**src/rtl/pll_lock_sequencer.sv**
```systemverilog
// PLL reset/lock supervisor for the ECP5 EHXPLLL x4 clock stage, clocked by CLKI.
// Optional lock-loss counter (LOSS_CNT) is built only when LOCK_LOSS_CNT_EN is defined.
module pll_lock_sequencer #(
    parameter int PLL_RST_CYCLES     = 16,
    parameter int LOCK_TIMEOUT       = 4096,
    parameter int LOCK_STABLE_CYCLES = 256,
    parameter int MAX_RETRIES        = 3,
    localparam int RW = (MAX_RETRIES < 1) ? 1 : $clog2(MAX_RETRIES + 1)
) (
    input  logic          CLKI,
    input  logic          RST,
    input  logic          LOCK,
    output logic          PLL_RST,
    output logic          SYS_RST,
    output logic          READY,
    output logic          FAIL,
    output logic [RW-1:0] RETRY_CNT
`ifdef LOCK_LOSS_CNT_EN
    ,
    output logic [7:0]    LOSS_CNT
`endif
);

    localparam int M1 = (PLL_RST_CYCLES > LOCK_TIMEOUT) ? PLL_RST_CYCLES : LOCK_TIMEOUT;
    localparam int M2 = (M1 > LOCK_STABLE_CYCLES) ? M1 : LOCK_STABLE_CYCLES;
    localparam int CW = (M2 < 2) ? 1 : $clog2(M2);

    localparam logic [CW-1:0] PR_LAST = CW'(PLL_RST_CYCLES - 1);
    localparam logic [CW-1:0] TO_LAST = CW'(LOCK_TIMEOUT - 1);
    localparam logic [CW-1:0] ST_LAST = CW'(LOCK_STABLE_CYCLES - 1);
    localparam logic [RW-1:0] RT_MAX  = RW'(MAX_RETRIES);

    localparam logic [2:0] S_RESET_PLL = 3'd0;
    localparam logic [2:0] S_WAIT_LOCK = 3'd1;
    localparam logic [2:0] S_STABLE    = 3'd2;
    localparam logic [2:0] S_RUN       = 3'd3;
    localparam logic [2:0] S_FAIL      = 3'd4;

    logic          sync1_q;
    logic          sync2_q;
    logic          lock_s;
    logic [2:0]    state_q,   state_d;
    logic [CW-1:0] cnt_q,     cnt_d;
    logic [RW-1:0] retry_q,   retry_d;
    logic          pll_rst_q, pll_rst_d;
    logic          sys_rst_q, sys_rst_d;
    logic          ready_q,   ready_d;
    logic          fail_q,    fail_d;
`ifdef LOCK_LOSS_CNT_EN
    logic [7:0]    loss_q,    loss_d;
`endif

    // LOCK is asynchronous to CLKI; only lock_s is used downstream.
    always_ff @(posedge CLKI or posedge RST) begin
        if (RST) begin
            sync1_q <= 1'b0;
            sync2_q <= 1'b0;
        end else begin
            sync1_q <= LOCK;
            sync2_q <= sync1_q;
        end
    end

    assign lock_s = sync2_q;

    always_comb begin
        state_d = state_q;
        cnt_d   = cnt_q;
        retry_d = retry_q;
`ifdef LOCK_LOSS_CNT_EN
        loss_d  = loss_q;
`endif
        case (state_q)
            S_RESET_PLL: begin
                if (cnt_q == PR_LAST) begin
                    state_d = S_WAIT_LOCK;
                    cnt_d   = '0;
                end else begin
                    cnt_d = cnt_q + 1'b1;
                end
            end
            S_WAIT_LOCK: begin
                // A lock seen on the timeout cycle still wins.
                if (lock_s) begin
                    state_d = S_STABLE;
                    cnt_d   = '0;
                end else if (cnt_q == TO_LAST) begin
                    cnt_d = '0;
                    if (retry_q == RT_MAX) begin
                        state_d = S_FAIL;
                    end else begin
                        state_d = S_RESET_PLL;
                        retry_d = retry_q + 1'b1;
                    end
                end else begin
                    cnt_d = cnt_q + 1'b1;
                end
            end
            S_STABLE: begin
                if (!lock_s) begin
                    state_d = S_WAIT_LOCK;
                    cnt_d   = '0;
                end else if (cnt_q == ST_LAST) begin
                    state_d = S_RUN;
                    cnt_d   = '0;
                end else begin
                    cnt_d = cnt_q + 1'b1;
                end
            end
            S_RUN: begin
                if (!lock_s) begin
                    state_d = S_RESET_PLL;
                    cnt_d   = '0;
                    retry_d = '0;
`ifdef LOCK_LOSS_CNT_EN
                    if (loss_q != 8'hFF) begin
                        loss_d = loss_q + 8'd1;
                    end
`endif
                end
            end
            S_FAIL: begin
                state_d = S_FAIL;
            end
            default: begin
                state_d = S_RESET_PLL;
                cnt_d   = '0;
            end
        endcase

        // Outputs follow the next state so they change on the transition edge.
        pll_rst_d = (state_d == S_RESET_PLL) || (state_d == S_FAIL);
        sys_rst_d = (state_d != S_RUN);
        ready_d   = (state_d == S_RUN);
        fail_d    = (state_d == S_FAIL);
    end

    always_ff @(posedge CLKI or posedge RST) begin
        if (RST) begin
            state_q   <= S_RESET_PLL;
            cnt_q     <= '0;
            retry_q   <= '0;
            pll_rst_q <= 1'b1;
            sys_rst_q <= 1'b1;
            ready_q   <= 1'b0;
            fail_q    <= 1'b0;
        end else begin
            state_q   <= state_d;
            cnt_q     <= cnt_d;
            retry_q   <= retry_d;
            pll_rst_q <= pll_rst_d;
            sys_rst_q <= sys_rst_d;
            ready_q   <= ready_d;
            fail_q    <= fail_d;
        end
    end

`ifdef LOCK_LOSS_CNT_EN
    always_ff @(posedge CLKI or posedge RST) begin
        if (RST) begin
            loss_q <= 8'd0;
        end else begin
            loss_q <= loss_d;
        end
    end

    assign LOSS_CNT = loss_q;
`endif

    assign PLL_RST   = pll_rst_q;
    assign SYS_RST   = sys_rst_q;
    assign READY     = ready_q;
    assign FAIL      = fail_q;
    assign RETRY_CNT = retry_q;

endmodule

```
**config.mk**
```make
export PLATFORM = sky130hd
export DESIGN_NAME = pll_lock_sequencer
export DESIGN_NICKNAME = d
export VERILOG_FILES = /design/src/rtl/pll_lock_sequencer.sv
export SDC_FILE = /design/constraint.sdc
export NUM_CORES = 1
export LEC_CHECK = 0
export CORE_MARGIN = 4
export CORE_UTILIZATION = 37
export DETAILED_ROUTE_END_ITERATION = 7
export GPL_ROUTABILITY_DRIVEN = 0
export HOLD_SLACK_MARGIN = 0.02
export PLACE_DENSITY = 0.54
export SLEW_MARGIN = 30
export SYNTH_ARGS = -nofsm -noshare
export SYNTH_HDL_FRONTEND = slang
export SYNTH_SLANG_ARGS = --single-unit
```
**constraint.sdc**
```tcl
create_clock -name CLKI -period 1.76 [get_ports CLKI]
set_input_delay 0.264 -clock CLKI [delete_from_list [all_inputs] [get_ports CLKI]]
set_output_delay 0.264 -clock CLKI [all_outputs]
set_load 0.1 [all_outputs]
```
Word level (Yosys, flattened, before mapping)

Index checks and enable logic that the tools add are counted.
Widths: inputs -> output; s select.

Multiply operators: 0
Eq/ne operators: 15
Bitwise logic cells: 1
Shift operators: 0
Add/subtract/negate cells: 2
Muxes and demuxes: 20
Magnitude comparators: 0
Reduce and logical (&&, ||, !) cells: 6
Div/mod/pow operators: 0

Operators by type and width:

| kind                  | number |
|---|---|
| $mux 12               | 6 |
| $pmux 12 s5           | 1 |
| $mux 3                | 7 |
| $pmux 3 s5            | 1 |
| $add 12x1->12 const B | 1 |
| $eq 12x12->1 const B  | 1 |
| $eq 12x4->1 const B   | 1 |
| $eq 12x8->1 const B   | 1 |
| $eq 3x2->1 const B    | 3 |
| $mux 2                | 4 |
| $ne 2x2->1 const B    | 4 |
| $eq 3x3->1 const B    | 2 |
| $logic_not 3->1       | 2 |
| $reduce_and 5->1      | 1 |
| $pmux 2 s2            | 1 |
| $eq 3x1->1 const B    | 1 |
| $ne 3x2->1 const B    | 1 |
| $add 2x1->2 const B   | 1 |
| $eq 2x2->1 const B    | 1 |
| $reduce_and 2->1      | 1 |
| $reduce_bool 2->1     | 1 |
| $logic_or 1x1->1      | 1 |
| $not 1->1             | 1 |

Memory bits (read-only): 0
Memories: 0
Latch bits: 0
Output and inout bits: 6
Register bits after elaboration: 23
Word-level logic and storage cells: 53
Input port bits: 3
Bits in writable memories: 0

Longest topological paths before layout

Depth in word-level cells: 7
Mapped depth: 6
Mapped depth without buffers: 5

Least setup slack after synthesis

Ideal clock, no wire load.

Kind: reg-to-reg
From: register retry_q[0] (netlist: RETRY_CNT[0])
To: register fail_q (netlist: FAIL)
Data arrival time: 1805 ps
Library setup time: 77 ps
Stages on the path, launching flop included: 5
Clock period less this slack: 1882 ps
Path slack: -122 ps
Cell sequence: dfrtp_1 -> ha_1 -> inv_1 -> or3_1 -> a21oi_1

Word-level cells in the longest chain between the ends: 6

RTL lines:

| item                   | RTL line | text |
|---|---|---|
| start, declared        | 44       | `logic [RW-1:0] retry_q, retry_d;` |
| start signal, assigned | 150      | `retry_q <= retry_d;` |
| $eq 2x2->1             | 89       | `if (retry_q == RT_MAX) begin` |
| $mux 3                 | 89       |  |
| $mux 3                 | 87       | `end else if (cnt_q == TO_LAST) begin` |
| $mux 3                 | 84       | `if (lock_s) begin` |
| $pmux 3 s5             | 73       | `case (state_q)` |
| $eq 3x3->1             | 135      | `fail_d = (state_d == S_FAIL);` |
| named net fail_d       | 48       | `logic fail_q, fail_d;` |
| end signal, assigned   | 154      | `fail_q <= fail_d;` |
| end, declared          | 48       |  |

The timed path passes the listed nets, and every way through them passes these cells.
A chain may end at the register's enable or synchronous reset.

Worst setup path in the final report

From: register cnt_q[1]
To: register ready_q (netlist: READY)

Word-level cells in the longest chain between the ends: 5
Elaborated cells on any way between the ends: 10

RTL lines:

| item                                               | RTL line | text |
|---|---|---|
| start, declared                                    | 43       | `logic [CW-1:0] cnt_q, cnt_d;` |
| start signal, assigned                             | 149      | `cnt_q <= cnt_d;` |
| $eq 12x8->1 / $eq 12x12->1 (equally long branches) | 103, 87  |  |
| $mux 3 (on tied branches)                          | 103, 87  |  |
| $mux 3 (on tied branches)                          | 100, 84  |  |
| $pmux 3 s5 (*)                                     | 73       |  |
| named net state_d[0]                               | 42       | `logic [2:0] state_q, state_d;` |
| $eq 3x2->1 (*)                                     | 134      | `ready_d = (state_d == S_RUN);` |
| named net ready_d                                  | 47       | `logic ready_q, ready_d;` |
| end signal, assigned                               | 153      | `ready_q <= ready_d;` |
| end, declared                                      | 47       |  |

Mark *: on every way through the listed nets, which the timed path passes. The rest lies on a longest branch.

==> results.sh <==
export IMPL_status="finished clean"
export IMPL_grt_max_degree=22
export IMPL_routed_wl_mm=2.862
export IMPL_crit_end="READY$_DFF_PP0_"
export IMPL_std_cell_rows=21
export IMPL_portBuffers=8
export IMPL_fin_tns_setup_ps=0
export IMPL_arrival_ps=1950
export IMPL_met1_usage_pct=17.79
export IMPL_vias=1110
export IMPL_async_flop_share_pct=100.0
export IMPL_power_frac_comb_pct=45.2
export IMPL_hold_viol=0
export IMPL_end_kind="flip-flop"
export IMPL_hold_path_class="input pin to asynchronous set/reset pin"
export IMPL_rsz0062_at_grt="true"
export IMPL_final_nets=165
export IMPL_cts_sinks=23
export IMPL_p_leak_nw=0.7410
export IMPL_syn_area_sq_um=1306
export IMPL_viasPerCell=5.415
export IMPL_yosysMostFrequentCell="dfrtp_1"
export IMPL_gr_usage_met2_pct=24.91
export IMPL_antenna_found_initial=0
export IMPL_initialDrtViolationCount=41
export IMPL_cts_clk_slew_worst_paths_ps=130
export IMPL_grt_pass1_wl_mm=4.961
export IMPL_critPathLaunch="cnt_q[1]$_DFFE_PP0P_"
export IMPL_p_seq_share_pct=40.3
export IMPL_synth_seq_cells=23
export IMPL_grt_pass1_vias=1104
export IMPL_initial_core_util_pct=38.84
export IMPL_switching_share_pct=38.44
export IMPL_hpwl_mm=2.154
export IMPL_synth_top_cell_by_area="dfrtp_1"
export IMPL_drv_slew=0
export IMPL_post_route_period_util_pct=97.78
export IMPL_utilization_pct=51.64
export IMPL_p_int_mw=1.088
export IMPL_yosys_warnings=0
export IMPL_cts_htree_levels=1
export IMPL_synth_top_cell_area_share_pct=40.23
export IMPL_relSlewSlack_pct=71.67
export IMPL_regToRegEndpoint="READY$_DFF_PP0_"
export IMPL_fin_ws_ps=39.09
export IMPL_cts_max_path_buffers=2
export IMPL_reg2regPathDepth=5
export IMPL_synth_cells=130
export IMPL_layout_drive_gt1_share_pct=37.11
export IMPL_postRouteAntennaNets=0
export IMPL_grt_busiest_layer="met2"
export IMPL_die_y_um=67.42
export IMPL_tritoncts="yes"
export IMPL_synth_commonest_cells="dfrtp_1 (21), nand2_1 (11), a21oi_1 (10), inv_1 (8)"
export IMPL_die_area_sq_um=4545
export IMPL_cp_start_kind="flip-flop"
export IMPL_cp_required_ps=1990
export IMPL_dr_pass1_iters=4
export IMPL_numCtsBuffers=3
export IMPL_place_ws_ps=-35.79
export IMPL_ys_flop_type="dfrtp_1"
export IMPL_fmax_ghz=0.5811
export IMPL_cts_root_buf="clkbuf_4"
export IMPL_crit_fanout=4
export IMPL_yosysSeqAreaShare_pct=44.25
export IMPL_wl_per_cell_um=13.96
export IMPL_peakVddDrop_uv=561.3
export IMPL_pin_count=9
export IMPL_min_period_ps=1721
export IMPL_insertion_delay_ps=320
export IMPL_setup_viol=0
export IMPL_r2r_start="cnt_q[1]$_DFFE_PP0P_"
export IMPL_synth_avg_cell_area_sq_um=10.05
export IMPL_drc=0
export IMPL_netlist_top_cells_area="dfrtp_1 (40%), dfstp_2 (4.0%), a21oi_1 (3.8%)"
export IMPL_p_total_mw=1.768
export IMPL_maxCapViolations=0
export IMPL_power_density_nw_per_um2=1018
export IMPL_clock_skew_ps=2.020
export IMPL_grtUsageMet3_pct=4.160
export IMPL_grt_overflow_total=0
export IMPL_area_delta_synth_final_pct=32.95
export IMPL_pwr_share_clk_pct=14.5
export IMPL_core_area_sq_um=3363
export IMPL_worst_pin_slew_ps=419.0
export IMPL_syn_num_nets=135
export IMPL_synth_edf_count=0
export IMPL_regToRegSetupSlack_ps=40
export IMPL_die_x_um=67.42
export IMPL_worstSetupPathType="flip-flop to flip-flop"
export IMPL_ys_types=39
export IMPL_diodes=0
export IMPL_grt_usage_pct=14.66
export IMPL_p_sw_mw=0.6796
## worst min path at each step
stage,startpoint,end,slack (ps),depth (start not counted)
finish,RST,PLL_RST$_DFF_PP1_,260,2
global route,RST,SYS_RST$_DFF_PP1_,230,2
detailed placement,sync1_q$_DFF_PP0_,lock_s$_DFF_PP0_,350,0
floorplan,RST,FAIL$_DFF_PP0_,260,1
global placement,sync1_q$_DFF_PP0_,lock_s$_DFF_PP0_,340,0
CTS,RST,SYS_RST$_DFF_PP1_,240,2
## power by group through the flow
| stage | logic (mW) | registers, mW | clock network (mW) |
|---|---|---|---|
| global placement | 0.671 | 0.698 | 0 |
| detailed placement | 0.681 | 0.710 | 0 |
| global route | 0.871 | 0.726 | 0.292 |
| CTS | 0.747 | 0.700 | 0.270 |
| finish | 0.799 | 0.712 | 0.256 |
| floorplan | 0.396 | 0.759 | 0 |
## what timing repair did
item                                    CTS  global route
setup buffers                             3             2
resized for setup                         7            15
pin swaps                                 0             4
endpoints found under the setup margin   10            16
hold buffers                              0             0
## cell families after synthesis
group | count (synthesis) | share of synthesized area [%]
adder cells (fa/ha/maj) | 2 | 1.915
buffers and inverters | 14 | 5.556
flip-flops | 23 | 44.25
AND/OR/NAND/NOR | 60 | 29.41
AO/OA/AOI/OAI | 29 | 17.34
multiplexers | 2 | 1.533
## area by class of cell
type / count / area, sq um
fillers: 331 / 1627
multi-input cells: 93 / 734.5
flip-flops and latches: 23 / 581.8
repair buffers: 31 / 302.8
well taps: 46 / 57.56
inverters: 8 / 30.03
clock buffers: 3 / 22.52
clock inverters: 1 / 7.507
## stage by stage
stage | cells | cell area, sq um | hold WS, ps
2_1_floorplan | 130 | 1314 | 264.3
3_3_place_gp | 196 | 1577 | 335.4
3_5_place_dp | 196 | 1577 | 346.2
4_1_cts | 203 | 1664 | 244.7
5_1_grt | 205 | 1737 | 232.7
6_report | 205 | 1737 | 258.4
## critical path: stages (launching register included)
cell     delay [ps]
dfrtp_1         440
ha_4            190
and4b_2         240
and3_1          190
a221o_2         420
and2_1          150
## state kept, by name, indices dropped and copies added (netlist names)
name / flops
cnt_q: 12
state_q: 3
RETRY_CNT: 2
FAIL: 1
PLL_RST: 1
READY: 1
SYS_RST: 1
lock_s: 1
sync1_q: 1
## placed cells by master, fill, tap and decap left out, drive strengths merged, types with 3 or more instances in the layout
| cell | count |
|---|---|
| or3 | 5 |
| inv | 8 |
| nor2 | 7 |
| nand3 | 5 |
| clkbuf | 3 |
| a21oi | 10 |
| buf | 29 |
| nand2 | 11 |
| and3 | 7 |
| nor3 | 7 |
| dfrtp | 21 |
| nand2b | 3 |
| o31ai | 3 |
| o21ai | 4 |
| or4 | 3 |
## per-layer routing
metal	wire length [um]	part of all wire [%]	up-vias
li1	-	-	553
met1	1271	44	534
met2	1455	51	19
met3	105	3.7	4
met4	30	1.0	0
met5	0	0	-
Power figures use the tool's default switching activity.
